<file path="config.mk">
export PLATFORM = sky130hd
export DESIGN_NAME = id_ex_stage_flat
export DESIGN_NICKNAME = d
export VERILOG_FILES = /design/src/rtl/id_ex_stage_if.sv /design/src/rtl/id_ex_stage.sv /design/src/flat_wrapper.sv
export SDC_FILE = /design/constraint.sdc
export NUM_CORES = 1
export LEC_CHECK = 0
export CAP_MARGIN = 20
export CORE_UTILIZATION = 59
export CTS_CLUSTER_SIZE = 16
export DETAILED_ROUTE_END_ITERATION = 8
export DONT_BUFFER_PORTS = 1
export GPL_TIMING_DRIVEN = 1
export PLACE_DENSITY = 0.81
export SKIP_LAST_GASP = 1
export SLEW_MARGIN = 25
export SYNTH_ARGS = -nofsm -noshare
export SYNTH_HDL_FRONTEND = slang
export SYNTH_SLANG_ARGS = --single-unit
</file>
<file path="constraint.sdc">
create_clock -name clk -period 3.7 [get_ports clk]
set_input_delay 0.555 -clock clk [delete_from_list [all_inputs] [get_ports clk]]
set_output_delay 0.555 -clock clk [all_outputs]
set_load 0.005 [all_outputs]
</file>
<file path="src/rtl/id_ex_stage_if.sv">
// ID -> EX boundary bundle for id_ex_stage: ID operands/control in, EX operands/control out.
// The write-back bypass signals exist only when ID_EX_WB_BYPASS_EN is defined.
interface id_ex_stage_if #(
  parameter int WIDTH      = 32,
  parameter int REG_ADDR_W = 5
);
  logic                  id_valid;
  logic                  stall;
  logic                  flush;
  logic [5:0]            id_opcode;
  logic [5:0]            id_funct;
  logic [4:0]            id_shamt;
  logic [15:0]           id_imm;
  logic [REG_ADDR_W-1:0] id_rs_addr;
  logic [REG_ADDR_W-1:0] id_rt_addr;
  logic [REG_ADDR_W-1:0] id_rd_addr;
  logic [WIDTH-1:0]      id_rs_data;
  logic [WIDTH-1:0]      id_rt_data;
`ifdef ID_EX_WB_BYPASS_EN
  logic                  wb_we;
  logic [REG_ADDR_W-1:0] wb_addr;
  logic [WIDTH-1:0]      wb_data;
`endif

  logic                  ex_valid;
  logic [WIDTH-1:0]      ex_dataA;
  logic [WIDTH-1:0]      ex_dataB;
  logic [2:0]            ex_signal;
  logic [WIDTH-1:0]      ex_store_data;
  logic [REG_ADDR_W-1:0] ex_wr_addr;
  logic                  ex_reg_write;
  logic                  ex_mem_read;
  logic                  ex_mem_write;
  logic                  ex_mem_to_reg;
  logic                  ex_branch;
  logic                  ex_illegal;

  // The ID stage (or a bench) is the master; the pipeline register is the slave.
  modport master (
    output id_valid, stall, flush, id_opcode, id_funct, id_shamt, id_imm,
           id_rs_addr, id_rt_addr, id_rd_addr, id_rs_data, id_rt_data,
`ifdef ID_EX_WB_BYPASS_EN
    output wb_we, wb_addr, wb_data,
`endif
    input  ex_valid, ex_dataA, ex_dataB, ex_signal, ex_store_data, ex_wr_addr,
           ex_reg_write, ex_mem_read, ex_mem_write, ex_mem_to_reg, ex_branch, ex_illegal
  );

  modport slave (
    input  id_valid, stall, flush, id_opcode, id_funct, id_shamt, id_imm,
           id_rs_addr, id_rt_addr, id_rd_addr, id_rs_data, id_rt_data,
`ifdef ID_EX_WB_BYPASS_EN
    input  wb_we, wb_addr, wb_data,
`endif
    output ex_valid, ex_dataA, ex_dataB, ex_signal, ex_store_data, ex_wr_addr,
           ex_reg_write, ex_mem_read, ex_mem_write, ex_mem_to_reg, ex_branch, ex_illegal
  );
endinterface

</file>
<file path="src/rtl/id_ex_stage.sv">
// ID/EX pipeline register with ALU-control decode, stall hold and flush bubble.
// Optional same-cycle write-back bypass on the operands: define ID_EX_WB_BYPASS_EN.
module id_ex_stage #(
  parameter int WIDTH      = 32,
  parameter int REG_ADDR_W = 5
) (
  input logic            clk,
  input logic            rst,
  id_ex_stage_if.slave   bus
);

  localparam logic [5:0] OP_RTYPE = 6'h00;
  localparam logic [5:0] OP_J     = 6'h02;
  localparam logic [5:0] OP_BEQ   = 6'h04;
  localparam logic [5:0] OP_LW    = 6'h23;
  localparam logic [5:0] OP_SW    = 6'h2B;

  localparam logic [5:0] FN_SLL = 6'h00;
  localparam logic [5:0] FN_ADD = 6'h20;
  localparam logic [5:0] FN_SUB = 6'h22;
  localparam logic [5:0] FN_AND = 6'h24;
  localparam logic [5:0] FN_OR  = 6'h25;
  localparam logic [5:0] FN_SLT = 6'h2A;

  typedef enum logic [2:0] {
    ALU_AND = 3'b000,
    ALU_OR  = 3'b001,
    ALU_ADD = 3'b010,
    ALU_SLL = 3'b011,
    ALU_SUB = 3'b110,
    ALU_SLT = 3'b111
  } aluSignal_e;

  typedef struct packed {
    logic                  valid;
    logic [WIDTH-1:0]      dataA;
    logic [WIDTH-1:0]      dataB;
    logic [2:0]            signal;
    logic [WIDTH-1:0]      storeData;
    logic [REG_ADDR_W-1:0] wrAddr;
    logic                  regWrite;
    logic                  memRead;
    logic                  memWrite;
    logic                  memToReg;
    logic                  branch;
    logic                  illegal;
  } exSlot_t;

  exSlot_t          decoded;
  exSlot_t          slot_d;
  exSlot_t          slot_q;
  logic [WIDTH-1:0] rsOperand;
  logic [WIDTH-1:0] rtOperand;
  logic [WIDTH-1:0] immSext;
  logic [WIDTH-1:0] shamtZext;

  assign immSext   = {{(WIDTH-16){bus.id_imm[15]}}, bus.id_imm};
  assign shamtZext = {{(WIDTH-5){1'b0}}, bus.id_shamt};

  // Operand fetch; a register being written back this cycle wins over the stale file value.
  always_comb begin
    rsOperand = bus.id_rs_data;
    rtOperand = bus.id_rt_data;
`ifdef ID_EX_WB_BYPASS_EN
    if (bus.wb_we && (bus.wb_addr != '0) && (bus.wb_addr == bus.id_rs_addr))
      rsOperand = bus.wb_data;
    if (bus.wb_we && (bus.wb_addr != '0) && (bus.wb_addr == bus.id_rt_addr))
      rtOperand = bus.wb_data;
`endif
  end

  // Instruction decode; anything unrecognised becomes a bubble tagged illegal.
  always_comb begin
    decoded = '0;
    unique case (bus.id_opcode)
      OP_RTYPE: begin
        decoded.valid    = 1'b1;
        decoded.dataA    = rsOperand;
        decoded.dataB    = rtOperand;
        decoded.wrAddr   = bus.id_rd_addr;
        decoded.regWrite = 1'b1;
        unique case (bus.id_funct)
          FN_AND: decoded.signal = ALU_AND;
          FN_OR:  decoded.signal = ALU_OR;
          FN_ADD: decoded.signal = ALU_ADD;
          FN_SUB: decoded.signal = ALU_SUB;
          FN_SLT: decoded.signal = ALU_SLT;
          FN_SLL: begin
            decoded.signal = ALU_SLL;
            decoded.dataA  = rtOperand;
            decoded.dataB  = shamtZext;
          end
          default: begin
            decoded         = '0;
            decoded.illegal = 1'b1;
          end
        endcase
      end
      OP_LW: begin
        decoded.valid     = 1'b1;
        decoded.signal    = ALU_ADD;
        decoded.dataA     = rsOperand;
        decoded.dataB     = immSext;
        decoded.storeData = rtOperand;
        decoded.wrAddr    = bus.id_rt_addr;
        decoded.regWrite  = 1'b1;
        decoded.memRead   = 1'b1;
        decoded.memToReg  = 1'b1;
      end
      OP_SW: begin
        decoded.valid     = 1'b1;
        decoded.signal    = ALU_ADD;
        decoded.dataA     = rsOperand;
        decoded.dataB     = immSext;
        decoded.storeData = rtOperand;
        decoded.memWrite  = 1'b1;
      end
      OP_BEQ: begin
        decoded.valid     = 1'b1;
        decoded.signal    = ALU_SUB;
        decoded.dataA     = rsOperand;
        decoded.dataB     = rtOperand;
        decoded.storeData = rtOperand;
        decoded.branch    = 1'b1;
      end
      OP_J: decoded.valid = 1'b1;
      default: decoded.illegal = 1'b1;
    endcase
    // $zero is never written, but the index is still carried downstream.
    if (decoded.wrAddr == '0)
      decoded.regWrite = 1'b0;
  end

  always_comb begin
    slot_d = '0;
    if (bus.flush)
      slot_d = '0;
    else if (bus.stall)
      slot_d = slot_q;
    else if (bus.id_valid)
      slot_d = decoded;
  end

  always_ff @(posedge clk or posedge rst) begin
    if (rst)
      slot_q <= '0;
    else
      slot_q <= slot_d;
  end

  assign bus.ex_valid      = slot_q.valid;
  assign bus.ex_dataA      = slot_q.dataA;
  assign bus.ex_dataB      = slot_q.dataB;
  assign bus.ex_signal     = slot_q.signal;
  assign bus.ex_store_data = slot_q.storeData;
  assign bus.ex_wr_addr    = slot_q.wrAddr;
  assign bus.ex_reg_write  = slot_q.regWrite;
  assign bus.ex_mem_read   = slot_q.memRead;
  assign bus.ex_mem_write  = slot_q.memWrite;
  assign bus.ex_mem_to_reg = slot_q.memToReg;
  assign bus.ex_branch     = slot_q.branch;
  assign bus.ex_illegal    = slot_q.illegal;

endmodule

</file>
<file path="src/flat_wrapper.sv">
// flat-port wrapper written by rule: the top's interface ports become plain ports
module id_ex_stage_flat 
#(
  parameter int WIDTH      = 32,
  parameter int REG_ADDR_W = 5
)
  (clk, rst, bus_id_valid, bus_stall, bus_flush, bus_id_opcode, bus_id_funct, bus_id_shamt, bus_id_imm, bus_id_rs_addr, bus_id_rt_addr, bus_id_rd_addr, bus_id_rs_data, bus_id_rt_data, bus_ex_valid, bus_ex_dataA, bus_ex_dataB, bus_ex_signal, bus_ex_store_data, bus_ex_wr_addr, bus_ex_reg_write, bus_ex_mem_read, bus_ex_mem_write, bus_ex_mem_to_reg, bus_ex_branch, bus_ex_illegal);
  id_ex_stage_if #(.WIDTH(WIDTH), .REG_ADDR_W(REG_ADDR_W)) bus_i ();
  input logic clk;
  input logic rst;
  input wire logic [$bits(bus_i.id_valid)-1:0] bus_id_valid;
  input wire logic [$bits(bus_i.stall)-1:0] bus_stall;
  input wire logic [$bits(bus_i.flush)-1:0] bus_flush;
  input wire logic [$bits(bus_i.id_opcode)-1:0] bus_id_opcode;
  input wire logic [$bits(bus_i.id_funct)-1:0] bus_id_funct;
  input wire logic [$bits(bus_i.id_shamt)-1:0] bus_id_shamt;
  input wire logic [$bits(bus_i.id_imm)-1:0] bus_id_imm;
  input wire logic [$bits(bus_i.id_rs_addr)-1:0] bus_id_rs_addr;
  input wire logic [$bits(bus_i.id_rt_addr)-1:0] bus_id_rt_addr;
  input wire logic [$bits(bus_i.id_rd_addr)-1:0] bus_id_rd_addr;
  input wire logic [$bits(bus_i.id_rs_data)-1:0] bus_id_rs_data;
  input wire logic [$bits(bus_i.id_rt_data)-1:0] bus_id_rt_data;
  output wire logic [$bits(bus_i.ex_valid)-1:0] bus_ex_valid;
  output wire logic [$bits(bus_i.ex_dataA)-1:0] bus_ex_dataA;
  output wire logic [$bits(bus_i.ex_dataB)-1:0] bus_ex_dataB;
  output wire logic [$bits(bus_i.ex_signal)-1:0] bus_ex_signal;
  output wire logic [$bits(bus_i.ex_store_data)-1:0] bus_ex_store_data;
  output wire logic [$bits(bus_i.ex_wr_addr)-1:0] bus_ex_wr_addr;
  output wire logic [$bits(bus_i.ex_reg_write)-1:0] bus_ex_reg_write;
  output wire logic [$bits(bus_i.ex_mem_read)-1:0] bus_ex_mem_read;
  output wire logic [$bits(bus_i.ex_mem_write)-1:0] bus_ex_mem_write;
  output wire logic [$bits(bus_i.ex_mem_to_reg)-1:0] bus_ex_mem_to_reg;
  output wire logic [$bits(bus_i.ex_branch)-1:0] bus_ex_branch;
  output wire logic [$bits(bus_i.ex_illegal)-1:0] bus_ex_illegal;
  assign bus_i.id_valid = bus_id_valid;
  assign bus_i.stall = bus_stall;
  assign bus_i.flush = bus_flush;
  assign bus_i.id_opcode = bus_id_opcode;
  assign bus_i.id_funct = bus_id_funct;
  assign bus_i.id_shamt = bus_id_shamt;
  assign bus_i.id_imm = bus_id_imm;
  assign bus_i.id_rs_addr = bus_id_rs_addr;
  assign bus_i.id_rt_addr = bus_id_rt_addr;
  assign bus_i.id_rd_addr = bus_id_rd_addr;
  assign bus_i.id_rs_data = bus_id_rs_data;
  assign bus_i.id_rt_data = bus_id_rt_data;
  assign bus_ex_valid = bus_i.ex_valid;
  assign bus_ex_dataA = bus_i.ex_dataA;
  assign bus_ex_dataB = bus_i.ex_dataB;
  assign bus_ex_signal = bus_i.ex_signal;
  assign bus_ex_store_data = bus_i.ex_store_data;
  assign bus_ex_wr_addr = bus_i.ex_wr_addr;
  assign bus_ex_reg_write = bus_i.ex_reg_write;
  assign bus_ex_mem_read = bus_i.ex_mem_read;
  assign bus_ex_mem_write = bus_i.ex_mem_write;
  assign bus_ex_mem_to_reg = bus_i.ex_mem_to_reg;
  assign bus_ex_branch = bus_i.ex_branch;
  assign bus_ex_illegal = bus_i.ex_illegal;
  id_ex_stage #(.WIDTH(WIDTH), .REG_ADDR_W(REG_ADDR_W)) u_core (.clk(clk), .rst(rst), .bus(bus_i));
endmodule
</file>
Word-level counts from Yosys, hierarchy flattened
Cells that the tools add are included.
W data, S select, Z words.
- bits in writable memories: 0
- bits in registers: 111
- word-level logic and storage cells: 44
- input bits: 117
- bits in latches: 0
- memories kept: 0
- ROM bits: 0
- shift operators: 0
- multipliers: 0
- magnitude comparators: 0
- add/subtract/negate cells: 0
- bitwise logic cells: 0
- muxes and demuxes: 15
- equal/unequal tests: 10
- divide/modulo/power cells: 0
- reduce and logical (&&, ||, !) cells: 7
- operators with widths (operator ; number):
    $mux W111 ; 3
    $pmux W99 S3 ; 1
    $pmux W64 S2 ; 1
    $eq A6 B6 Y1 const B ; 7
    $pmux W3 S5 ; 1
    $pmux W7 S2 ; 1
    $logic_not A6 Y1 ; 2
    $mux W11 ; 1
    $pmux W1 S2 ; 5
    $eq A6 B2 Y1 const B ; 1
    $eq A6 B3 Y1 const B ; 1
    $reduce_or A6 Y1 ; 1
    $logic_not A5 Y1 ; 1
    $reduce_or A5 Y1 ; 1
    $reduce_or A4 Y1 ; 1
    $mux W1 ; 2
    $ne A2 B1 Y1 const B ; 1
    $reduce_or A2 Y1 ; 1

Logic depth before layout (Yosys ltp)
Gate-level depths: netlist of run 1.
- depth in word-level cells: 9
- depth in mapped cells: 7
- depth with buffers taken out: 4

Worst setup path after synthesis of run 1
OpenSTA, ideal clock, no wires.
- kind: input -> register
- start: input port bus_id_funct[0]
- end: register u_core.slot_q, in the netlist u_core.bus.ex_dataB[15]
- path buffers: 3
- stages: 7
- library setup time: 0.126 ns
- setup slack: 1.794 ns
- data required time: 3.574 ns
- arrival time: 1.780 ns
- path through: or2b_1 > and3_4 > buf_6 > o211a_1 > buf_6 > buf_8 > a221o_1
- longest elaborated chain between the ends: 7
- elaborated cells between the ends (all ways): 12
- classes of those cells: 5 x eq/ne; 5 x mux; 2 x reduce/logical
- RTL lines (element ; line ; source):
    from (decl) ; flat_wrapper.sv:15 ; input wire logic [$bits(bus_i.id_funct)-1:0] bus_id_funct;
    $eq A6 B6 Y1 ; id_ex_stage.sv:82 ; unique case (bus.id_funct)
    $reduce_or A5 Y1 (no line) ; n/a ;
    $pmux W64 S2 (*) ; id_ex_stage.sv:82 ;
    $pmux W99 S3 (*) ; id_ex_stage.sv:75 ; unique case (bus.id_opcode)
    $mux W111 (*) ; id_ex_stage.sv:140 ; else if (bus.id_valid)
    $mux W111 (*) ; id_ex_stage.sv:138 ; else if (bus.stall)
    $mux W111 (*) ; id_ex_stage.sv:136 ; if (bus.flush)
    to (signal assigned) ; id_ex_stage.sv:148 ; slot_q <= slot_d;
    to (decl) ; id_ex_stage.sv:51 ; exSlot_t slot_q;
Every way passes the cells marked *; elsewhere a longest branch is shown, timed or not. The select of a mux whose other input is x is not followed.
A chain may end at the register's enable or synchronous reset.

Final worst setup path of run 1
- start: input port bus_id_opcode[4]
- end: register u_core.slot_q, in the netlist u_core.bus.ex_dataB[27]
- longest elaborated chain between the ends: 6
- elaborated cells between the ends (all ways): 9
- classes of those cells: 3 x eq/ne; 4 x mux; 2 x reduce/logical
- RTL lines (element ; line ; source):
    from (decl) ; flat_wrapper.sv:14 ; input wire logic [$bits(bus_i.id_opcode)-1:0] bus_id_opcode;
    $eq A6 B6 Y1 ; id_ex_stage.sv:75 ;
    $reduce_or A2 Y1 (no line) ; n/a ;
    $pmux W99 S3 (*) ; id_ex_stage.sv:75 ;
    $mux W111 (*) ; id_ex_stage.sv:140 ;
    $mux W111 (*) ; id_ex_stage.sv:138 ;
    $mux W111 (*) ; id_ex_stage.sv:136 ;
Marks and branches as above.

==> results.tsv, run 1 <==
stage	metric	value	unit
setup_path	cp-start-kind	input port	
logic_synthesis	yosysWarningCount	0	
placed_design	numPortBuffers	0	
placed_design	hpwl	8.16	mm
sta	slew_violations	0	
layout	nFillCells	615	
routing	via_per_inst	7.03	
floorplan	rows	32	
pwr	p_per_area	409	mW/mm^2
cts	clk_path_buf_depth	2	
floorplan	core	0.00777	mm^2
floorplan	die_h	91.8	um
grt	grt_max_degree	87	
logic_synthesis	synth-main-ff-cell	dfrtp_1	
sta	period_share	61.4	%
sta	max_freq	440	MHz
cts	cts_setup_buffers	0	
floorplan	dieWidth	91.8	um
cts	h-tree-depth	3	
routing	vias	3283	
routing	totalWireLength	11.9	mm
worst_hold_path	worstHoldPathType	input port to async pin	
layout	layout_commonest_cell	dfrtp_1	
setup_path	worstSetupPathType	input port to flop	
layout	antenna-diode-count	0	
logic_synthesis	yosys.area_share.simple	9.44	%
grt	grt_pass1_wl	18.2	mm
sta	slew_headroom	32.0	%
setup_path	required	4.01	ns
sta	setup_slack	1.43	ns
placed_design	globalplace.congestion	0.842	
logic_synthesis	synth_top_family_by_area	compound AO/OA/AOI/OAI gates	
logic_synthesis	netlist.area_leader.share	57.8	%
layout	drive_gt1_share	8.22	%
placed_design	placed_cells	451	
setup_path	endpoint	u_core.bus.ex_dataB[27]$_DFFE_PP0P_	
sta	finClkSkew	0	ns
routing	ant_nets	0	
cts	cts_resized	0	
logic_synthesis	synthAdderAreaFrac	0	%
sta	rsz0062_at_grt	no	
logic_synthesis	synth-xor-area-share	0.184	%
cts	cts_sinks	110	
flow_run	maxCapViolCount	0	
setup_path	ff2ff_path_depth	2	
setup_path	crit_path_start	bus_id_opcode[4]	
logic_synthesis	synth_cell_types	49	
setup_path	arrival	2.58	ns
layout	final_cells	467	
sta	setup_tns	0	ns
setup_path	r2r-start	u_core.bus.ex_dataA[2]$_DFFE_PP0P_	
setup_path	rr_endpoint	u_core.bus.ex_dataA[2]$_DFFE_PP0P_	
setup_path	r2r_slack	2.74	ns
grt	grt_pass1_vias	3344	
logic_synthesis	ys_seq_elements	110	
cts	tritoncts	yes	
layout	final_cell_mix	110 x dfrtp_1, 50 x a221o_1, 44 x a22o_1	
layout	nNetsFinal	477	
logic_synthesis	synth_cells	378	
run_status	status	completed	
setup_path	critical-path-slowest-cell	and2_1	
pwr	ir_drop	0.000231	V
logic_synthesis	synth_enable_flop_cells	0	
pwr	leakagePower	2.42	nW
routing	drc	0	
logic_synthesis	avgSynthCellArea	12.6	um^2
cts	cts_hold_buf	0	
floorplan	fp.dieArea	0.00843	mm^2
routing	drt_iter0_drc	166	
cts	clock_tree.root_cell	clkbuf_8	
cts	cts.reportedPaths.clkPinSlew	0.10	ns
cts	cts_made_buffers	9	
routing	wl_per_cell	25.4	um
grt	overflow	0	
setup_path	path_max_fanout	17	
setup_path	crit_chain	or4b_4, nor2_2, and2_1, a221o_1	
logic_synthesis	syn_nets	495	
logic_synthesis	ys_seq_area_share	57.8	%
placed_design	pre_cts_ws	1.04	ns
logic_synthesis	synth_area	0.00476	mm^2
layout	areaGrowthSynthToFinish	4.78	%
routing	firstDrtPassIters	4	
logic_synthesis	muxShareOfSynthArea	0.210	%
sta	min_period	2.27	ns
setup_path	cpPeakStageDelay	0.68	ns
sta	setup_viol	0	
sta	hold_viol_final	0	
logic_synthesis	synth_area_leaders	dfrtp_1 58%, a221o_1 11%, a22o_1 8.1%, and2_1 4.3%, a22oi_1 2.4%	
grt	grt_antenna_before_repair	0	
logic_synthesis	synthArstFlopShare	100	%
sta	worst_slew_pin_slew	1.02	ns
logic_synthesis	synth_top_area_cell	dfrtp_1	
logic_synthesis	synth_compound_area_share	27.8	%
floorplan	ioPinCount	228	
grt	track_usage	28.5	%
cts	insertion_delay	0.37	ns
floorplan	start_util	61.3	%
setup_path	critPathCaptureType	flop	
## layout make-up
cell class                      instances  area (um^2)  share of cell area [%]
Clock buffer                           10          128                    2.56
Clock inverter                          6         78.8                    1.58
Inverter                                6         27.5                   0.552
Multi-Input combinational cell        227         1820                    36.4
Sequential cell                       110         2750                    55.2
Tap cell                              102          128                    2.56
Timing Repair Buffer                    6         57.6                    1.15
## worst max-delay path, delay by kind of cell
kind / cells / cell delay [ns]
compound gates: 1 / 0.21
simple gates: 3 / 1.81
## Yosys cell counts, types with 4 or more instances
library cell and n:
dfrtp_1 110, a221o_1 50, a22o_1 44, and2_1 33, a22oi_1 15, buf_2 15, a21o_1 14, o21ai_0 13
clkbuf_1 12, a32o_1 6, inv_1 6, nor2_1 6, nand2_1 5, nor2b_1 4
## cell families after synthesis
logic type / Yosys count
AO/OA/AOI/OAI: 154
flip-flops: 110
AND/OR/NAND/NOR: 71
multiplexers: 1
buffers and inverters: 41
XOR/XNOR: 1
## routing by layer
layer  track usage, %  part of all wire [%]  vias up  wire, um
li1                 -                     -     1436         -
met3             9.54                   9.9       19      1180
met4             8.98                   1.8        0       208
met2             45.7                    49      192      5830
met1             36.9                    39     1636      4640
met5                0                     0        -         0
## stage by stage
| stage | power [mW] | utilization, % | hold WS, ns | instance area, um^2 |
|---|---|---|---|---|
| 3_3_place_gp | 1.31 | 61.5 | 0.495 | 4780 |
| 2_1_floorplan | 1.30 | - | 0.473 | 4760 |
| 3_5_place_dp | 1.31 | 61.5 | 0.501 | 4780 |
| 5_1_grt | 2.12 | 64.2 | 0.216 | 4990 |
| 6_report | 2.04 | 64.2 | 0.184 | 4990 |
| 4_1_cts | 2.05 | 64.2 | 0.275 | 4980 |
## state kept, by name (all words and copies together), names as in the netlist
name / flops
u_core.bus.ex_dataA: 32
u_core.bus.ex_mem_read: 1
u_core.bus.ex_illegal: 1
u_core.bus.ex_mem_write: 1
u_core.bus.ex_valid: 1
u_core.bus.ex_dataB: 32
u_core.bus.ex_signal: 3
u_core.bus.ex_branch: 1
u_core.bus.ex_store_data: 32
u_core.bus.ex_reg_write: 1
u_core.bus.ex_wr_addr: 5
## report_power, final
group / switching [mW] / internal, mW / leakage, nW
logic: 0.0560 / 0.0214 / 0.781
registers: 0.00453 / 1.21 / 1.54
clock network: 0.425 / 0.327 / 0.104
## worst min path at each step
| stage | end | slack, ns | cells past startpoint |
|---|---|---|---|
| finish | u_core.bus.ex_dataA[17]$_DFFE_PP0P_ | 0.18 | 1 |
| global route | u_core.bus.ex_store_data[22]$_DFFE_PP0P_ | 0.22 | 1 |
| CTS | u_core.bus.ex_dataB[14]$_DFFE_PP0P_ | 0.28 | 1 |
| detailed placement | u_core.bus.ex_illegal$_DFFE_PP0P_ | 0.50 | 2 |
| global placement | u_core.bus.ex_signal[0]$_DFFE_PP0P_ | 0.49 | 1 |
| floorplan | u_core.bus.ex_illegal$_DFFE_PP0P_ | 0.47 | 2 |
(Power assumes the default switching activity.)
==> run 2: changes to the inputs <==
Clock period 3.7 ns to 2.2 ns, I/O delays scaled along.
==> results.tsv, run 2 (same netlist as run 1, synthesis figures left out) <==
stage	metric	value	unit	change
run_status	status	completed		
layout	ff_latch_area	0.00275	mm^2	unchanged
setup_path	critical-path-slowest-cell	nor4_2		
setup_path	path_max_fanout	19		+2
cts	cts_sinks	110		unchanged
grt	grt_antenna_before_repair	0		unchanged
setup_path	cp-start-kind	input port		
cts	clk_path_buf_depth	2		unchanged
layout	antenna-diode-count	0		unchanged
floorplan	fp.dieArea	0.00843	mm^2	unchanged
routing	vias	3356		+2.2%
setup_path	rr_endpoint	u_core.bus.ex_dataA[25]$_DFFE_PP0P_		
grt	grt_pass1_vias	3438		+2.8%
routing	drt_iter0_drc	181		+9.0%
layout	final_cell_mix	110 x dfrtp_1, 50 x a221o_1, 44 x a22o_1		
routing	firstDrtPassIters	4		unchanged
sta	worst_slew_pin_slew	0.533	ns	-0.487 ns
setup_path	critPathCaptureType	flop		
setup_path	r2r_slack	1.24	ns	-1.50 ns
pwr	p_per_area	657	mW/mm^2	+60%
sta	hold_viol_final	0		unchanged
pwr	pwr-share-comb	4.2	%	+0.4 points
routing	totalWireLength	11.8	mm	-0.33%
setup_path	worstSetupPathType	input port to flop		
layout	layout_commonest_cell	dfrtp_1		
setup_path	cpPeakStageDelay	0.47	ns	-0.21 ns
flow_run	maxCapViolCount	0		unchanged
layout	nFillCells	593		-3.6%
layout	drive_gt1_share	10.9	%	+2.7 points
sta	rsz0062_at_grt	no		
sta	slew_violations	0		unchanged
pwr	power.internal	2.54	mW	+63%
layout	nNetsFinal	488		+2.3%
sta	period_share	67.3	%	
cts	cts.reportedPaths.clkPinSlew	0.11	ns	about the same
sta	max_freq	676	MHz	
floorplan	core	0.00777	mm^2	unchanged
pwr	p_clk_share	34.7	%	-2.1 points
grt	overflow	0		unchanged
placed_design	hpwl	8.38	mm	+2.8%
cts	cts_made_buffers	9		unchanged
floorplan	dieWidth	91.8	um	unchanged
grt	grt_max_degree	76		-13%
floorplan	ioPinCount	228		unchanged
setup_path	r2r-start	u_core.bus.ex_dataA[25]$_DFFE_PP0P_		
sta	setup_tns	0	ns	unchanged
setup_path	path_depth	5		+1
floorplan	die_h	91.8	um	unchanged
layout	areaGrowthSynthToFinish	6.68	%	
layout	final_cells	478		+2.4%
sta	finClkSkew	0	ns	unchanged
cts	tritoncts	yes		
setup_path	arrival	1.77	ns	-0.81 ns
sta	slew_headroom	64.0	%	+32 points
routing	wl_per_cell	24.7	um	-2.6%
worst_hold_path	min_path_cells	1		
setup_path	crit_chain	nor4_2, nand2_1, a31oi_4, buf_4, a221o_1		
sta	min_period	1.48	ns	
sta	setup_viol	0		unchanged
layout	post-route-util	65.4	%	+1.2 points
pwr	swShare	23.9	%	+0.15 points
grt	grt_pass1_wl	18.5	mm	+1.4%
setup_path	timing.critical_path.buf_inv	1		+1
setup_path	required	2.49	ns	-1.52 ns
worst_hold_path	worstHoldPathType	input port to flop		
cts	clock_tree.root_cell	clkbuf_8		
setup_path	ff2ff_path_depth	2		unchanged
pwr	ir_drop	0.000314	V	+36%
cts	insertion_delay	0.34	ns	-0.03 ns
placed_design	numPortBuffers	0		unchanged
routing	via_per_inst	7.02		-0.13%
layout	multi_input_area	0.00182	mm^2	unchanged
worst_hold_path	worstHoldStart	bus_id_rt_data[5]		
placed_design	globalplace.congestion	0.848		+0.78%
routing	ant_nets	0		unchanged
routing	drc	0		unchanged
pwr	seqPwrFrac	61.1	%	+1.7 points
floorplan	rows	32		unchanged
floorplan	start_util	61.3	%	unchanged
cts	h-tree-depth	3		unchanged
setup_path	crit_family	simple AND/OR/NAND/NOR gates		
grt	track_usage	28.3	%	-0.17 points
placed_design	placed_cells	461		+2.2%
pwr	p_switching	0.798	mW	+64%
pwr	leakagePower	2.47	nW	+2.2%
worst_hold_path	worst_hold_path.endpoint	u_core.bus.ex_dataB[5]$_DFFE_PP0P_		
cts	cts_setup_buffers	0		unchanged
==> run 2: metal layers <==
metal	up-vias	share of wire [%]	global-route usage (%)	routed length, um
met1	1694	40	37.0	4690
li1	1457	-	-	-
met5	-	0	0	0
met4	0	1.1	8.20	133
met2	192	50	46.2	5870
met3	13	9.5	8.46	1120
==> run 2: layout make-up <==
| type | instances | area share [%] |
|---|---|---|
| Clock buffer | 10 | 2.71 |
| Clock inverter | 6 | 0.986 |
| Inverter | 6 | 0.517 |
| Multi-Input combinational cell | 227 | 35.8 |
| Sequential cell | 110 | 54.2 |
| Tap cell | 102 | 2.51 |
| Timing Repair Buffer | 17 | 3.30 |
==> run 2: worst max path at each step <==
stage	startpoint	endpoint
final	bus_id_opcode[5]	u_core.bus.ex_dataA[18]$_DFFE_PP0P_
after floorplan	bus_id_funct[0]	u_core.bus.ex_dataB[15]$_DFFE_PP0P_
after global routing	bus_id_opcode[5]	u_core.bus.ex_dataA[18]$_DFFE_PP0P_
after global placement	bus_id_opcode[5]	u_core.bus.ex_dataA[11]$_DFFE_PP0P_
after CTS	bus_id_opcode[5]	u_core.bus.ex_dataA[18]$_DFFE_PP0P_
after detailed placement	bus_id_opcode[5]	u_core.bus.ex_dataA[18]$_DFFE_PP0P_
==> run 2: what timing repair did <==
item | in CTS | in global routing
resized for setup | 0 | 0
hold buffers | 1 | 0
endpoints found under the hold margin | 110 | 0
==> run 2: metrics by stage <==
| stage | instance area, um^2 | hold WS [ns] | power, mW | worst slack [ns] |
|---|---|---|---|---|
| 6_report | 5080 | 0.0820 | 3.33 | 0.720 |
| 5_1_grt | 5080 | 0.0605 | 3.45 | 0.598 |
| 4_1_cts | 5080 | 0.0663 | 3.35 | 0.683 |
| 3_5_place_dp | 4880 | 0.317 | 2.22 | 0.299 |
| 3_3_place_gp | 4880 | 0.315 | 2.21 | 0.367 |
| 2_1_floorplan | 4760 | 0.446 | 2.18 | 0.519 |
==> run 2: power by group through the flow <==
stage	Sequential (mW)	Clock, mW	Combinational [mW]
CTS	2.04	1.17	0.142
global route	2.04	1.26	0.159
detailed placement	2.08	0	0.140
global placement	2.08	0	0.137
floorplan	2.07	0	0.104
finish	2.04	1.16	0.141
==> run 3: changes to the inputs <==
Settings changed: CORE_UTILIZATION 59 to 57.
Clock period 2.2 ns to 1.31 ns, I/O delays scaled along.
==> results.tsv, run 3 (same netlist as run 1, synthesis figures left out) <==
stage	metric	value	unit	change
setup_path	arrival	1.51	ns	-0.26 ns
cts	cts_setup_buffers	0		unchanged
grt	grtUsageMet3	11.5	%	+3.0 points
pwr	power	6.04	mW	+81%
setup_path	path_max_fanout	3		-16
cts	cts_made_buffers	9		unchanged
grt	overflow	0		unchanged
pwr	ir_drop	0.000740	V	+140%
layout	nNetsFinal	575		+18%
floorplan	dieWidth	93.4	um	+1.7%
floorplan	core	0.00789	mm^2	+1.5%
pwr	leakagePower	2.88	nW	+16%
cts	tritoncts	yes		
pwr	p_switching	1.46	mW	+84%
setup_path	cp-start-kind	input port		
grt	busiest_layer	met2		
layout	layout_commonest_cell	dfrtp_1		
setup_path	timing.critical_path.buf_inv	2		+1
pwr	pwr-share-comb	8.1	%	+3.9 points
setup_path	required	1.60	ns	-0.89 ns
worst_hold_path	worstHoldStart	bus_id_rd_addr[4]		
setup_path	cpPeakStageDelay	0.56	ns	+0.09 ns
layout	drive_gt1_share	11.2	%	+0.33 points
cts	clock_tree.root_cell	clkbuf_8		
routing	drc	0		unchanged
cts	cts.reportedPaths.clkPinSlew	0.12	ns	about the same
pwr	p_clk_share	35.2	%	+0.5 points
sta	slew_violations	0		unchanged
routing	wl_per_cell	25.4	um	+2.8%
cts	h-tree-depth	3		unchanged
flow_run	maxCapViolCount	0		unchanged
setup_path	crit_chain	dlygate4sd3_1, nand2_1, dlygate4sd3_1, o31ai_2		
setup_path	critPathCaptureType	flop		
sta	worst_slew_pin_slew	0.546	ns	+0.0123 ns
setup_path	crit_family	buffers and inverters		
sta	period_share	93.5	%	
cts	cts_sinks	110		unchanged
grt	track_usage	33.8	%	+5.5 points
grt	grt_pass1_vias	4062		+18%
layout	antenna-diode-count	0		unchanged
sta	slew_headroom	63.1	%	-0.83 points
setup_path	critical-path-slowest-cell	dlygate4sd3_1		
run_status	status	completed		
pwr	power.internal	4.57	mW	+80%
layout	post-route-util	76.5	%	+11 points
grt	grt_antenna_before_repair	0		unchanged
placed_design	numPortBuffers	0		unchanged
layout	areaGrowthSynthToFinish	26.8	%	
floorplan	start_util	60.3	%	-0.93 points
setup_path	crit_path_start	bus_id_valid		
setup_path	worstSetupPathType	input port to flop		
sta	setup_viol	0		unchanged
sta	min_period	1.23	ns	
floorplan	fp.dieArea	0.00872	mm^2	+3.4%
floorplan	die_h	93.4	um	+1.7%
layout	final_cell_mix	110 x dfrtp_1, 78 x dlygate4sd3_1, 50 x a221o_1		
grt	use_met1	39.6	%	+2.6 points
cts	clk_path_buf_depth	2		unchanged
layout	finalInstanceArea	0.00604	mm^2	+19%
pwr	p_per_area	1000	mW/mm^2	+52%
setup_path	crit_top_cell	dlygate4sd3_1		
pwr	seqPwrFrac	56.7	%	-4.4 points
routing	totalWireLength	14.4	mm	+21%
pwr	swShare	24.3	%	+0.33 points
floorplan	rows	32		unchanged
setup_path	r2r-start	u_core.bus.ex_dataA[18]$_DFFE_PP0P_		
sta	max_freq	816	MHz	
grt	grt_pass1_wl	22.1	mm	+20%
routing	firstDrtPassIters	5		+1
placed_design	globalplace.congestion	0.871		+2.6%
sta	finClkSkew	0	ns	unchanged
grt	grt_max_degree	67		-12%
routing	vias	3907		+16%
routing	drt_iter0_drc	303		+67%
grt	grt_util_met2	56.7	%	+11 points
cts	insertion_delay	0.37	ns	+0.03 ns
sta	rsz0062_at_grt	no		
routing	ant_nets	0		unchanged
placed_design	hpwl	8.87	mm	+5.8%
placed_design	place_area	0.00505	mm^2	+3.4%
routing	via_per_inst	6.92		-1.5%
worst_hold_path	worstHoldPathType	input port to flop		
floorplan	ioPinCount	228		unchanged
sta	hold_viol_final	0		unchanged
-- run 3: changes by cell type in the layout (fill, tap and decap cells not counted), moves of 2 or more --
| cell | previous run | this run |
|---|---|---|
| dlygate4sd3_1 | 1 | 78 |
| buf_12 | 3 | 9 |
| buf_4 | 13 | 17 |
| clkinv_4 | 0 | 2 |
-- run 3: final cells by class --
class	instances	area (um^2)
Clock buffer	10	128
Clock inverter	6	76.3
Fill cell	476	1850
Inverter	6	26.3
Multi-Input combinational cell	227	1840
Sequential cell	110	2750
Tap cell	102	128
Timing Repair Buffer	104	1090
-- run 3: worst register-to-register path: stages (launching register included) --
cell and delay [ns]:
dfrtp_1 0.43, and2_1 0.16, a221o_1 0.28
-- run 3: what timing repair did --
item | CTS | global route
endpoints found under the setup margin | 0 | 1
hold endpoints to repair | 209 | 0
hold buffers | 78 | 0
gates resized for setup | 0 | 1
-- run 3: power groups by stage --
| stage | sequential [mW] | combinational, mW | clock, mW |
|---|---|---|---|
| 6_report | 3.42 | 0.491 | 2.12 |
| 5_1_grt | 3.42 | 0.527 | 2.30 |
| 4_1_cts | 3.42 | 0.480 | 2.16 |
| 3_5_place_dp | 3.49 | 0.256 | 0 |
| 3_3_place_gp | 3.49 | 0.247 | 0 |
| 2_1_floorplan | 3.48 | 0.181 | 0 |
-- run 3: layer usage --
layer	up-vias	part of all wire, %	wire length (um)
met3	44	11	1620
li1	1638	-	-
met1	1914	35	5040
met4	0	3.0	436
met2	311	50	7250
met5	-	0	0
-- run 3: worst paths after layout --
kind	depth (start not counted)	slack (ns)	end
setup / recovery	4	0.08	u_core.bus.ex_illegal$_DFFE_PP0P_
hold / removal	2	0.01	u_core.bus.ex_reg_write$_DFFE_PP0P_
setup reg to reg	2	0.32	u_core.bus.ex_dataA[18]$_DFFE_PP0P_
hold reg to reg	1	0.54	u_core.bus.ex_signal[0]$_DFFE_PP0P_
max in group asynchronous	3	0.57	u_core.bus.ex_dataB[12]$_DFFE_PP0P_
min in group asynchronous	3	0.41	u_core.bus.ex_branch$_DFFE_PP0P_
-- run 3: stage by stage --
step	setup slack (ns)	hold slack [ns]	TNS, ns	std cells
2_1_floorplan	-0.237	0.313	-31.06	378
3_3_place_gp	-0.175	0.174	-14.26	471
3_5_place_dp	-0.236	0.181	-18.71	471
4_1_cts	0.0822	0.000362	0	565
5_1_grt	0.0581	0.0181	0	565
6_report	0.0847	0.0135	0	565
